## src/rtl/conv_pkg.sv

```systemverilog
// Shared types and derived constants for the folded 5x5 convolution scheduler.
package conv_pkg;

  localparam int unsigned IMG_W   = 7;
  localparam int unsigned K       = 5;
  localparam int unsigned NUM_KER = 2;
  localparam int unsigned AW      = 6;

  localparam int unsigned OW   = IMG_W - K + 1;
  localparam int unsigned KK   = K * K;
  localparam int unsigned NWIN = OW * OW * NUM_KER;

  // Counter width that never collapses to zero bits for a count of 1.
  function automatic int unsigned cnt_w(input int unsigned n);
    return (n > 1) ? $clog2(n) : 1;
  endfunction

  localparam int unsigned KER_W = cnt_w(NUM_KER);
  localparam int unsigned POS_W = cnt_w(OW);
  localparam int unsigned TAP_W = cnt_w(K);

  typedef enum logic [2:0] {IDLE, RUN, FLUSH, OUT, DONE} state_t;

  typedef struct packed {
    logic [POS_W-1:0] row;
    logic [POS_W-1:0] col;
    logic [KER_W-1:0] ker;
  } win_idx_t;

endpackage

```

## src/rtl/conv_window_sched_if.sv

```systemverilog
// Host, memory-read, MAC-strobe and result-handshake signals of the window scheduler.
interface conv_window_sched_if;
  import conv_pkg::*;

  logic             start;
  logic             busy;
  logic             done;
  logic             fmap_cs;
  logic [AW-1:0]    fmap_addr;
  logic [AW-1:0]    w_addr;
  logic             mac_en;
  logic             mac_clr;
  logic             out_valid;
  logic             out_ready;
  logic [KER_W-1:0] out_ker;
  logic [POS_W-1:0] out_row;
  logic [POS_W-1:0] out_col;

  modport master (
    input  start, out_ready,
    output busy, done, fmap_cs, fmap_addr, w_addr, mac_en, mac_clr,
           out_valid, out_ker, out_row, out_col
  );

  modport slave (
    output start, out_ready,
    input  busy, done, fmap_cs, fmap_addr, w_addr, mac_en, mac_clr,
           out_valid, out_ker, out_row, out_col
  );
endinterface

```

## src/rtl/conv_addr_gen.sv

```systemverilog
// Registered index-to-address math for feature-map and weight memories.
module conv_addr_gen
  import conv_pkg::*;
(
  input  logic             clk,
  input  logic             rst,
  input  logic [POS_W-1:0] row,
  input  logic [POS_W-1:0] col,
  input  logic [KER_W-1:0] ker,
  input  logic [TAP_W-1:0] ky,
  input  logic [TAP_W-1:0] kx,
  output logic [AW-1:0]    fmap_addr,
  output logic [AW-1:0]    w_addr
);

  always_ff @(posedge clk) begin
    if (rst) begin
      fmap_addr <= '0;
      w_addr    <= '0;
    end else begin
      fmap_addr <= AW'((32'(row) + 32'(ky)) * IMG_W + 32'(col) + 32'(kx));
      w_addr    <= AW'(32'(ker) * KK + 32'(ky) * K + 32'(kx));
    end
  end

endmodule

```

## src/rtl/conv_window_sched.sv

```systemverilog
// Job-level scheduler: walks row/col/ker/ky/kx, issues one tap per cycle,
// strobes the MAC one cycle behind the reads and hands out each window sum.
module conv_window_sched
  import conv_pkg::*;
(
  input  logic                clk,
  input  logic                rst,
  conv_window_sched_if.master bus
);

  if ((IMG_W * IMG_W - 1) >= (1 << AW) || (NUM_KER * KK - 1) >= (1 << AW)) begin : g_aw_check
    $error("conv_window_sched: AW too small for map or weight store");
  end

  state_t           state, state_n;
  win_idx_t         win, win_n;
  logic [TAP_W-1:0] ky, kx, ky_n, kx_n;
  logic             busy_n, done_n, cs_n, en_n, clr_n, valid_n;
  logic             last_tap, last_win;

  assign last_tap = (ky == TAP_W'(K - 1)) && (kx == TAP_W'(K - 1));
  assign last_win = (win.row == POS_W'(OW - 1)) && (win.col == POS_W'(OW - 1)) &&
                    (win.ker == KER_W'(NUM_KER - 1));

  // Next-state, next-index and next-output logic.
  always_comb begin
    state_n = state;
    win_n   = win;
    ky_n    = ky;
    kx_n    = kx;
    busy_n  = bus.busy;
    done_n  = 1'b0;
    cs_n    = 1'b0;
    en_n    = bus.fmap_cs;
    clr_n   = bus.fmap_cs && (ky == '0) && (kx == '0);
    valid_n = 1'b0;
    case (state)
      IDLE: begin
        if (bus.start) begin
          state_n = RUN;
          busy_n  = 1'b1;
          cs_n    = 1'b1;
          win_n   = '0;
          ky_n    = '0;
          kx_n    = '0;
        end
      end
      RUN: begin
        if (last_tap) begin
          state_n = FLUSH;
        end else begin
          cs_n = 1'b1;
          if (kx == TAP_W'(K - 1)) begin
            kx_n = '0;
            ky_n = ky + TAP_W'(1);
          end else begin
            kx_n = kx + TAP_W'(1);
          end
        end
      end
      FLUSH: begin
        state_n = OUT;
        valid_n = 1'b1;
      end
      OUT: begin
        valid_n = 1'b1;
        if (bus.out_ready) begin
          valid_n = 1'b0;
          ky_n    = '0;
          kx_n    = '0;
          if (last_win) begin
            state_n = DONE;
            done_n  = 1'b1;
            busy_n  = 1'b0;
            win_n   = '0;
          end else begin
            state_n = RUN;
            cs_n    = 1'b1;
            if (win.ker != KER_W'(NUM_KER - 1)) begin
              win_n.ker = win.ker + KER_W'(1);
            end else begin
              win_n.ker = '0;
              if (win.col != POS_W'(OW - 1)) begin
                win_n.col = win.col + POS_W'(1);
              end else begin
                win_n.col = '0;
                win_n.row = win.row + POS_W'(1);
              end
            end
          end
        end
      end
      DONE: begin
        state_n = IDLE;
      end
      default: begin
        state_n = IDLE;
      end
    endcase
  end

  // State, indices and registered outputs.
  always_ff @(posedge clk) begin
    if (rst) begin
      state         <= IDLE;
      win           <= '0;
      ky            <= '0;
      kx            <= '0;
      bus.busy      <= 1'b0;
      bus.done      <= 1'b0;
      bus.fmap_cs   <= 1'b0;
      bus.mac_en    <= 1'b0;
      bus.mac_clr   <= 1'b0;
      bus.out_valid <= 1'b0;
      bus.out_ker   <= '0;
      bus.out_row   <= '0;
      bus.out_col   <= '0;
    end else begin
      state         <= state_n;
      win           <= win_n;
      ky            <= ky_n;
      kx            <= kx_n;
      bus.busy      <= busy_n;
      bus.done      <= done_n;
      bus.fmap_cs   <= cs_n;
      bus.mac_en    <= en_n;
      bus.mac_clr   <= clr_n;
      bus.out_valid <= valid_n;
      bus.out_ker   <= valid_n ? win_n.ker : '0;
      bus.out_row   <= valid_n ? win_n.row : '0;
      bus.out_col   <= valid_n ? win_n.col : '0;
    end
  end

  // Addresses track the indices the registers are about to hold.
  conv_addr_gen u_addr_gen (
    .clk       (clk),
    .rst       (rst),
    .row       (win_n.row),
    .col       (win_n.col),
    .ker       (win_n.ker),
    .ky        (ky_n),
    .kx        (kx_n),
    .fmap_addr (bus.fmap_addr),
    .w_addr    (bus.w_addr)
  );

endmodule
```

## src/flat_wrapper.sv

```systemverilog
// flat-port wrapper written by rule: the top's interface ports become plain ports
module conv_window_sched_flat import conv_pkg::*;
  (clk, rst, bus_start, bus_out_ready, bus_busy, bus_done, bus_fmap_cs, bus_fmap_addr, bus_w_addr, bus_mac_en, bus_mac_clr, bus_out_valid, bus_out_ker, bus_out_row, bus_out_col);
  conv_window_sched_if bus_i ();
  input  logic clk;
  input  logic rst;
  input wire logic [$bits(bus_i.start)-1:0] bus_start;
  input wire logic [$bits(bus_i.out_ready)-1:0] bus_out_ready;
  output wire logic [$bits(bus_i.busy)-1:0] bus_busy;
  output wire logic [$bits(bus_i.done)-1:0] bus_done;
  output wire logic [$bits(bus_i.fmap_cs)-1:0] bus_fmap_cs;
  output wire logic [$bits(bus_i.fmap_addr)-1:0] bus_fmap_addr;
  output wire logic [$bits(bus_i.w_addr)-1:0] bus_w_addr;
  output wire logic [$bits(bus_i.mac_en)-1:0] bus_mac_en;
  output wire logic [$bits(bus_i.mac_clr)-1:0] bus_mac_clr;
  output wire logic [$bits(bus_i.out_valid)-1:0] bus_out_valid;
  output wire logic [$bits(bus_i.out_ker)-1:0] bus_out_ker;
  output wire logic [$bits(bus_i.out_row)-1:0] bus_out_row;
  output wire logic [$bits(bus_i.out_col)-1:0] bus_out_col;
  assign bus_i.start = bus_start;
  assign bus_i.out_ready = bus_out_ready;
  assign bus_busy = bus_i.busy;
  assign bus_done = bus_i.done;
  assign bus_fmap_cs = bus_i.fmap_cs;
  assign bus_fmap_addr = bus_i.fmap_addr;
  assign bus_w_addr = bus_i.w_addr;
  assign bus_mac_en = bus_i.mac_en;
  assign bus_mac_clr = bus_i.mac_clr;
  assign bus_out_valid = bus_i.out_valid;
  assign bus_out_ker = bus_i.out_ker;
  assign bus_out_row = bus_i.out_row;
  assign bus_out_col = bus_i.out_col;
  conv_window_sched u_core (.clk(clk), .rst(rst), .bus(bus_i));
endmodule
```

## config.mk

```make
export PLATFORM = sky130hd
export DESIGN_NAME = conv_window_sched_flat
export DESIGN_NICKNAME = d
export VERILOG_FILES = /design/src/rtl/conv_pkg.sv /design/src/rtl/conv_window_sched_if.sv /design/src/rtl/conv_addr_gen.sv /design/src/rtl/conv_window_sched.sv /design/src/flat_wrapper.sv
export SDC_FILE = /design/constraint.sdc
export NUM_CORES = 1
export LEC_CHECK = 0
export ABC_CLOCK_PERIOD_IN_PS = 3700
export BUFFER_PORTS_ARGS = -buffer_cell sky130_fd_sc_hd__buf_2
export CAP_MARGIN = 20
export CORE_MARGIN = 2
export CORE_UTILIZATION = 54
export CTS_BUF_LIST = sky130_fd_sc_hd__clkbuf_4
export DETAILED_ROUTE_END_ITERATION = 12
export PLACE_DENSITY_LB_ADDON = 0.05
export SLEW_MARGIN = 20
export SYNTH_ARGS = -nofsm -noshare
export SYNTH_HDL_FRONTEND = slang
export SYNTH_SLANG_ARGS = --single-unit
export TNS_END_PERCENT = 100
```

## constraint.sdc

```tcl
create_clock -name clk -period 3.7 [get_ports clk]
set_input_delay 0.185 -clock clk [delete_from_list [all_inputs] [get_ports clk]]
set_output_delay 0.185 -clock clk [all_outputs]
set_load 0.005 [all_outputs]
```

==> results of run 1 <==
-- registers in the layout, summed over array words and instances, names as in the netlist --
name	flops
u_core.state	3
u_core.bus.out_ker	1
u_core.bus.mac_en	1
u_core.kx	3
u_core.bus.out_row	2
u_core.u_addr_gen.w_addr	6
u_core.bus.fmap_cs	1
u_core.u_addr_gen.fmap_addr	6
u_core.win	5
u_core.bus.done	1
u_core.bus.busy	1
u_core.bus.out_col	2
u_core.ky	3
u_core.bus.mac_clr	1
u_core.bus.out_valid	1
-- metrics by stage --
| step | hold WS (ns) | setup slack [ns] |
|---|---|---|
| 3_3_place_gp | 0.468 | -0.196 |
| 2_1_floorplan | 0.264 | -0.192 |
| 5_1_grt | 0.269 | -0.445 |
| 3_5_place_dp | 0.476 | -0.313 |
| 6_report | 0.264 | -0.295 |
| 4_1_cts | 0.252 | -0.224 |
-- worst min path at each step --
| stage | cells after the start | to | slack, ns | start |
|---|---|---|---|---|
| floorplan | 1 | u_core.bus.mac_en$_SDFF_PP0_ | 0.26 | rst |
| global placement | 2 | u_core.bus.busy$_SDFFE_PP0P_ | 0.47 | u_core.bus.busy$_SDFFE_PP0P_ |
| detailed placement | 1 | u_core.bus.mac_en$_SDFF_PP0_ | 0.48 | u_core.bus.fmap_cs$_SDFF_PP0_ |
| CTS | 4 | u_core.state[0]$_SDFFE_PP0P_ | 0.25 | bus_start |
| global route | 4 | u_core.state[0]$_SDFFE_PP0P_ | 0.27 | bus_start |
| finish | 4 | u_core.state[0]$_SDFFE_PP0P_ | 0.26 | bus_start |
-- synth_stat cells (3+ instances only) --
master	count	area (µm²)
mux2i_1	3	30.0
inv_1	23	86.3
o21ai_0	5	25.0
a21oi_1	16	80.1
nor2b_1	14	87.6
clkbuf_1	3	11.3
nand2_1	11	41.3
nand3_1	4	20.0
a21o_1	4	30.0
dfxtp_1	37	741
ha_1	24	300
fa_1	9	180
xnor2_1	5	43.8
nor3_1	6	30.0
xor2_1	4	35.0
nor2_1	30	113
-- what timing repair did --
item                       in CTS  in global routing
buffers inserted                8                  6
gates resized for setup        12                 16
setup endpoints to repair       4                  4
cloned                          0                  0
pin swaps                       7                  9
-- final cells by class --
cell class	count	area, µm²	share of cell area
Multi-Input combinational cell	171	1510	0.494
Clock inverter	3	17.5	0.00575
Timing Repair Buffer	84	589	0.193
Sequential cell	37	743	0.244
Clock buffer	5	37.5	0.0123
Inverter	24	90.1	0.0296
Tap cell	50	62.6	0.0205
-- cells by family (layout without fill, tap and decap cells) --
family | after synthesis | count (layout) | share of synthesized area
xor gates and xnor gates | 11 | 11 | 0.0505
adders and majority gates | 33 | 33 | 0.218
DFF | 37 | 37 | 0.336
muxes | 3 | 3 | 0.0136
AOI/OAI and AO/OA | 43 | 43 | 0.134
buffers and inverters | 32 | 116 | 0.0590
and+or+nand+nor | 81 | 81 | 0.190
-- power by group through the flow --
stage	Sequential (mW)	Combinational [mW]	Clock, mW
2_1_floorplan	0.418	0.0378	0
3_3_place_gp	0.417	0.0700	0
3_5_place_dp	0.417	0.0709	0
4_1_cts	0.408	0.0737	0.221
5_1_grt	0.409	0.0899	0.233
6_report	0.408	0.0820	0.211
-- worst max-delay path, stage by stage, from the launching register on --
cell and delay (ns):
dfxtp_2 0.35, buf_6 0.13, nand2b_1 0.10, a21oi_2 0.08, or2_1 0.25, a21oi_2 0.17
mux2i_2 0.12, ha_2 0.21, fa_2 0.44, xnor2_4 0.15, fa_1 0.56, fa_1 0.46
ha_4 0.25, o21ai_2 0.10, nand2b_1 0.07, a21oi_1 0.15, a31oi_1 0.07, xnor2_1 0.18
nor2_1 0.05
-- per-layer routing --
metal  up-vias  routed length, µm  part of all wire  track usage
li1        979                  -                 -            -
met1       882               2380              0.46        0.302
met2        39               2460              0.48        0.379
met3        10                228             0.044       0.0543
met4         0                 94             0.018       0.0875
met5         -                  0                 0            0
==> flow_summary.json, run 1 <==
{
  "outcome": "finished, violations left",
  "violations": "setup timing",
  "grt_setup_unrepaired": "yes",
  "hold_buffers": 0,
  "setup_viol": 3,
  "syn2layout_area_growth_pct": 38.0,
  "cts-buffers-inserted": 5,
  "portBuffers": 26,
  "r2r.worst_path.cells": 18,
  "gr-total-overflow": 0,
  "cp_data_required_time_ns": 3.92,
  "initial_core_util": 0.556,
  "leakagePower_nw": 1.57,
  "h-tree-depth": 2,
  "drive_above_1_share": 0.392,
  "drt_first_pass_iters": 4,
  "endpoint_kind": "flip-flop",
  "p_comb_frac": 0.117,
  "final_net_count": 360,
  "vias": 1910,
  "reg2reg_to": "u_core.u_addr_gen.fmap_addr[5]$_SDFF_PP0_",
  "final_common_cell": "buf_4",
  "fin_cells": 374,
  "grt_pass1_wl_um": 7960,
  "p_int_mw": 0.517,
  "tns_ns": -0.735,
  "netlist_area_um2": 2210,
  "cp_max_fo": 6,
  "start_kind": "flip-flop",
  "dp_hpwl_um": 3670,
  "fin_util": 0.767,
  "min_path_type": "input pin to flip-flop",
  "finalCritPeriodShare": 1.08,
  "hold_viol_final": 0,
  "p_clk_frac": 0.301,
  "sw_frac_of_total": 0.262,
  "clk_pin_slew_worst_paths_ns": 0.11,
  "critical_path_arrival_ns": 4.22,
  "p_sw_mw": 0.184,
  "worstSetupEndpoint": "u_core.u_addr_gen.fmap_addr[5]$_SDFF_PP0_",
  "gr-usage-all-layers": 0.233,
  "dpl_cell_area_um2": 2740,
  "globalplace.congestion": 0.912,
  "synth-async-reset-ratio": 0,
  "synth.yosys.seq_area_share": 0.336,
  "die_h_um": 67.9,
  "fill_cells": 297,
  "die_area_um2": 4610,
  "clockBufferDepth": 2,
  "grt_max_degree": 31,
  "synth_edf_count": 0,
  "antenna_found_initial": 0,
  "synthesis.nets": 277,
  "r2r_start": "u_core.state[1]$_SDFFE_PP0P_",
  "grt_pass1_vias": 1833,
  "power_mw": 0.701,
  "ys_warn_count": 0,
  "post_synth.cell_area_avg_um2": 9.20,
  "maxSlewViolCount": 0,
  "rrSetupSlack_ns": -0.29,
  "maxCapViolations": 0,
  "via_per_inst": 5.11,
  "n_antenna_cell": 0,
  "fmax_mhz": 250,
  "coreArea_um2": 3970,
  "ys_ff_latch": 37,
  "cts_tree": "done",
  "dieWidth_um": 67.9,
  "cts.sink_count": 37,
  "drtAntennaViolNets": 0,
  "worst_pin_slew_ns": 0.598,
  "p_seq_frac": 0.582,
  "boundaryPins": 27,
  "worst_slack_ns": -0.295,
  "synthCells": 240,
  "peakVddDrop_mv": 0.198,
  "ys.flop_type": "dfxtp_1",
  "p_per_area_nw_per_um2": 230,
  "crit_start": "u_core.state[1]$_SDFFE_PP0P_",
  "synth.distinct_cells": 48,
  "fin_area_um2": 3050,
  "crit_type": "flip-flop to flip-flop",
  "detail_route.drc_violations": 0,
  "dp.cells": 352,
  "final_cell_mix": "buf_4, dfxtp_1, nor2_1",
  "root_buffer": "clkbuf_4",
  "clkLatencyLatePin_ns": 0.35,
  "rows": 23,
  "fin_skew_ns": 0.00745,
  "drt_iter0_drc": 44,
  "min_period_ns": 3.99,
  "slew-limit-headroom": 0.602,
  "wl_per_cell_um": 13.8,
  "routed_wl_um": 5160
}
(Power assumes the default switching activity.)
==> run 2, diff against run 1 <==
--- a/config.mk
+++ b/config.mk
@@ -16,5 +16,6 @@
 export SLEW_MARGIN = 20
 export SYNTH_ARGS = -nofsm -noshare
 export SYNTH_HDL_FRONTEND = slang
+export SYNTH_HIERARCHICAL = 1
 export SYNTH_SLANG_ARGS = --single-unit
 export TNS_END_PERCENT = 100
==> run 2 against run 1 <==
  * The flow still finishes with violations (setup timing)
  * Combinational power is 20% lower
  * Flip-flop and latch count did not move
  * Sequential share of layout area is 0.40 points higher
  * Highest routed layer unchanged
  * Register-to-register slack better by 0.23 ns
==> flow_summary.json, run 2 <==
{
  "die_h_um": 68.9,
  "cts.sink_count": 37,
  "min_path_type": "input pin to flip-flop",
  "cpMaxStageDelayCell": "or4_4",
  "violations": "setup timing",
  "drt_iter0_drc": 71,
  "p_per_area_nw_per_um2": 251,
  "netlist_area_um2": 2270,
  "hold_viol_final": 0,
  "p_comb_frac": 0.086,
  "ys_warn_count": 6,
  "rrSetupSlack_ns": -0.07,
  "critical_path_arrival_ns": 4.00,
  "yosysTopAreaCell": "dfxtp_1",
  "ys.flop_type": "dfxtp_1",
  "cpPeakStageDelay_ns": 0.58,
  "n_antenna_cell": 0,
  "fin_util": 0.750,
  "syn2layout_area_growth_pct": 33.0,
  "drtAntennaViolNets": 0,
  "maxSlewViolCount": 0,
  "cts_tree": "done",
  "worst_pin_slew_ns": 0.562,
  "grt_setup_unrepaired": "yes",
  "final_common_cell": "buf_4",
  "rows": 23,
  "crit_type": "flip-flop to flip-flop",
  "cp_data_required_time_ns": 3.93,
  "fin_skew_ns": 0.00170,
  "synth.distinct_cells": 51,
  "clk_pin_slew_worst_paths_ns": 0.12,
  "synth-async-reset-ratio": 0,
  "via_per_inst": 5.23,
  "root_buffer": "clkbuf_4",
  "r2r.worst_path.cells": 17,
  "endpoint_kind": "flip-flop",
  "clockBufferDepth": 2,
  "synthCells": 247,
  "slew-limit-headroom": 0.625,
  "synthesis.nets": 284,
  "gr-usage-all-layers": 0.234,
  "ys_ff_latch": 37,
  "dp_hpwl_um": 3620,
  "start_kind": "flip-flop",
  "cp_cell_sequence": "buf_4, nand4b_4, or4_4, nand2_4, ha_4, a21oi_4, nor2_4, nor2b_4, inv_2, fa_1, fa_1, inv_2, ha_4, a21o_1, a21oi_2, xor2_1, nor2_1",
  "finalCritPeriodShare": 1.02,
  "p_sw_mw": 0.185,
  "leakagePower_nw": 1.49,
  "r2r_start": "u_core/state[1]$_SDFFE_PP0P_",
  "clkLatencyLatePin_ns": 0.35,
  "cts-buffers-inserted": 5,
  "synth.yosys.seq_area_share": 0.326,
  "antenna_found_initial": 0,
  "final_net_count": 359,
  "min_period_ns": 3.77,
  "routed_wl_um": 4970,
  "dieWidth_um": 68.9,
  "boundaryPins": 27,
  "grt_max_degree": 31,
  "worst_slack_ns": -0.0687,
  "p_clk_frac": 0.376,
  "setup_viol": 2,
  "gr-total-overflow": 0,
  "wl_per_cell_um": 13.3,
  "sw_frac_of_total": 0.244,
  "coreArea_um2": 4030,
  "whs_path_depth": 4,
  "tns_ns": -0.135,
  "drt_first_pass_iters": 5,
  "die_area_um2": 4750,
  "final_cell_mix": "buf_4, dfxtp_1, buf_2",
  "grt_pass1_vias": 1810,
  "peakVddDrop_mv": 0.176,
  "vias": 1952,
  "p_seq_frac": 0.537,
  "drive_above_1_share": 0.359,
  "outcome": "finished, violations left",
  "p_int_mw": 0.574,
  "h-tree-depth": 2,
  "synth_edf_count": 0,
  "initial_core_util": 0.564,
  "reg_top3": "u_core/u_addr_gen/fmap_addr: 6 flops, u_core/u_addr_gen/w_addr: 6 flops, u_core/win: 5 flops",
  "whs_endpoint": "u_core/state[2]$_SDFFE_PP0P_",
  "min_from": "bus_out_ready",
  "fmax_mhz": 265,
  "yosys.area.top_type_share": 0.326,
  "cp_max_fo": 4,
  "synthTopCellsByCount": "dfxtp_1, ha_1, inv_1",
  "globalplace.congestion": 0.792,
  "portBuffers": 26,
  "grt_pass1_wl_um": 8210,
  "hold_buffers": 0,
  "detail_route.drc_violations": 0,
  "post_synth.cell_area_avg_um2": 9.20,
  "synthTopCellsByArea": "dfxtp_1, ha_1, fa_1, a21oi_1, inv_1",
  "reg2reg_to": "u_core/u_addr_gen/fmap_addr[4]$_SDFF_PP0_",
  "yosysMostFrequentCell": "dfxtp_1",
  "maxCapViolations": 0
}
[run 2: changes by cell type after synthesis, sizes merged, moves of 4 or more]
cell | before | now
o211ai | 0 | 8
and2 | 0 | 5
o21ai | 6 | 2
nor2b | 14 | 9
nand3 | 4 | 8
nor2 | 30 | 15
[run 2: timing repair]
action                                  4_1_cts  5_1_grt
resized for setup                            11        3
pin swaps                                    13        7
endpoints found under the setup margin        2        4
setup buffers                                 8        4
[run 2: worst max-delay path, delay by kind of cell, from the launching register on]
| family | cells | cell delay, ns |
|---|---|---|
| DFF | 1 | 0.37 |
| adders and majority gates | 4 | 1.44 |
| AOI/OAI and AO/OA | 3 | 0.49 |
| xor gates and xnor gates | 1 | 0.15 |
| and+or+nand+nor | 6 | 1.01 |
| buffers and inverters | 3 | 0.21 |
[run 2: how the worst max path moves through the flow]
stage	end	cells past startpoint	startpoint
4_1_cts	u_core/u_addr_gen/fmap_addr[5]$_SDFF_PP0_	17	u_core/state[2]$_SDFFE_PP0P_
3_3_place_gp	u_core/u_addr_gen/fmap_addr[4]$_SDFF_PP0_	17	u_core/win[3]$_SDFF_PP0_
6_report	u_core/u_addr_gen/fmap_addr[4]$_SDFF_PP0_	17	u_core/state[1]$_SDFFE_PP0P_
3_5_place_dp	u_core/u_addr_gen/fmap_addr[4]$_SDFF_PP0_	17	u_core/win[3]$_SDFF_PP0_
2_1_floorplan	u_core/u_addr_gen/fmap_addr[4]$_SDFF_PP0_	17	u_core/win[3]$_SDFF_PP0_
5_1_grt	u_core/u_addr_gen/fmap_addr[4]$_SDFF_PP0_	17	u_core/state[2]$_SDFFE_PP0P_
[run 2: kinds of logic after synthesis]
logic type	after synthesis	synth area share
flip-flops	37	0.326
adder cells (fa/ha/maj)	33	0.211
XOR/XNOR	8	0.0308
buffers and inverters	32	0.0556
AND/OR/NAND/NOR	83	0.220
AO/OA/AOI/OAI	54	0.157
[run 2: stage by stage]
step / hold slack, ns / setup WS [ns] / power, mW / area, µm² / cells
final: 0.252 / -0.0687 / 0.759 / 3020 / 373
after global routing: 0.254 / -0.195 / 0.792 / 3020 / 373
after CTS: 0.253 / -0.0200 / 0.762 / 2980 / 369
after detailed placement: 0.485 / -0.0863 / 0.480 / 2810 / 353
after global placement: 0.479 / -0.0443 / 0.479 / 2810 / 353
after floorplan: 0.257 / -0.00974 / 0.455 / 2370 / 247
[run 2: layout make-up]
| cell class | instances | area, µm² |
|---|---|---|
| clock buffers | 5 | 37.5 |
| clock inverters | 3 | 41.3 |
| fillers | 316 | 1010 |
| inverters | 24 | 90.1 |
| multi-input cells | 178 | 1520 |
| flip-flops and latches | 37 | 749 |
| well taps | 50 | 62.6 |
| repair buffers | 76 | 522 |
[run 2: power groups by stage]
stage | clock network, mW | logic, mW | registers (mW)
6_report | 0.286 | 0.0657 | 0.408
4_1_cts | 0.290 | 0.0636 | 0.408
2_1_floorplan | 0 | 0.0375 | 0.418
3_3_place_gp | 0 | 0.0616 | 0.418
3_5_place_dp | 0 | 0.0627 | 0.418
5_1_grt | 0.309 | 0.0731 | 0.409
[run 2: per-layer routing]
metal | wire, µm | track usage
met5 | 0 | 0
met4 | 57 | 0.0907
met3 | 194 | 0.0568
met2 | 2370 | 0.377
met1 | 2350 | 0.303
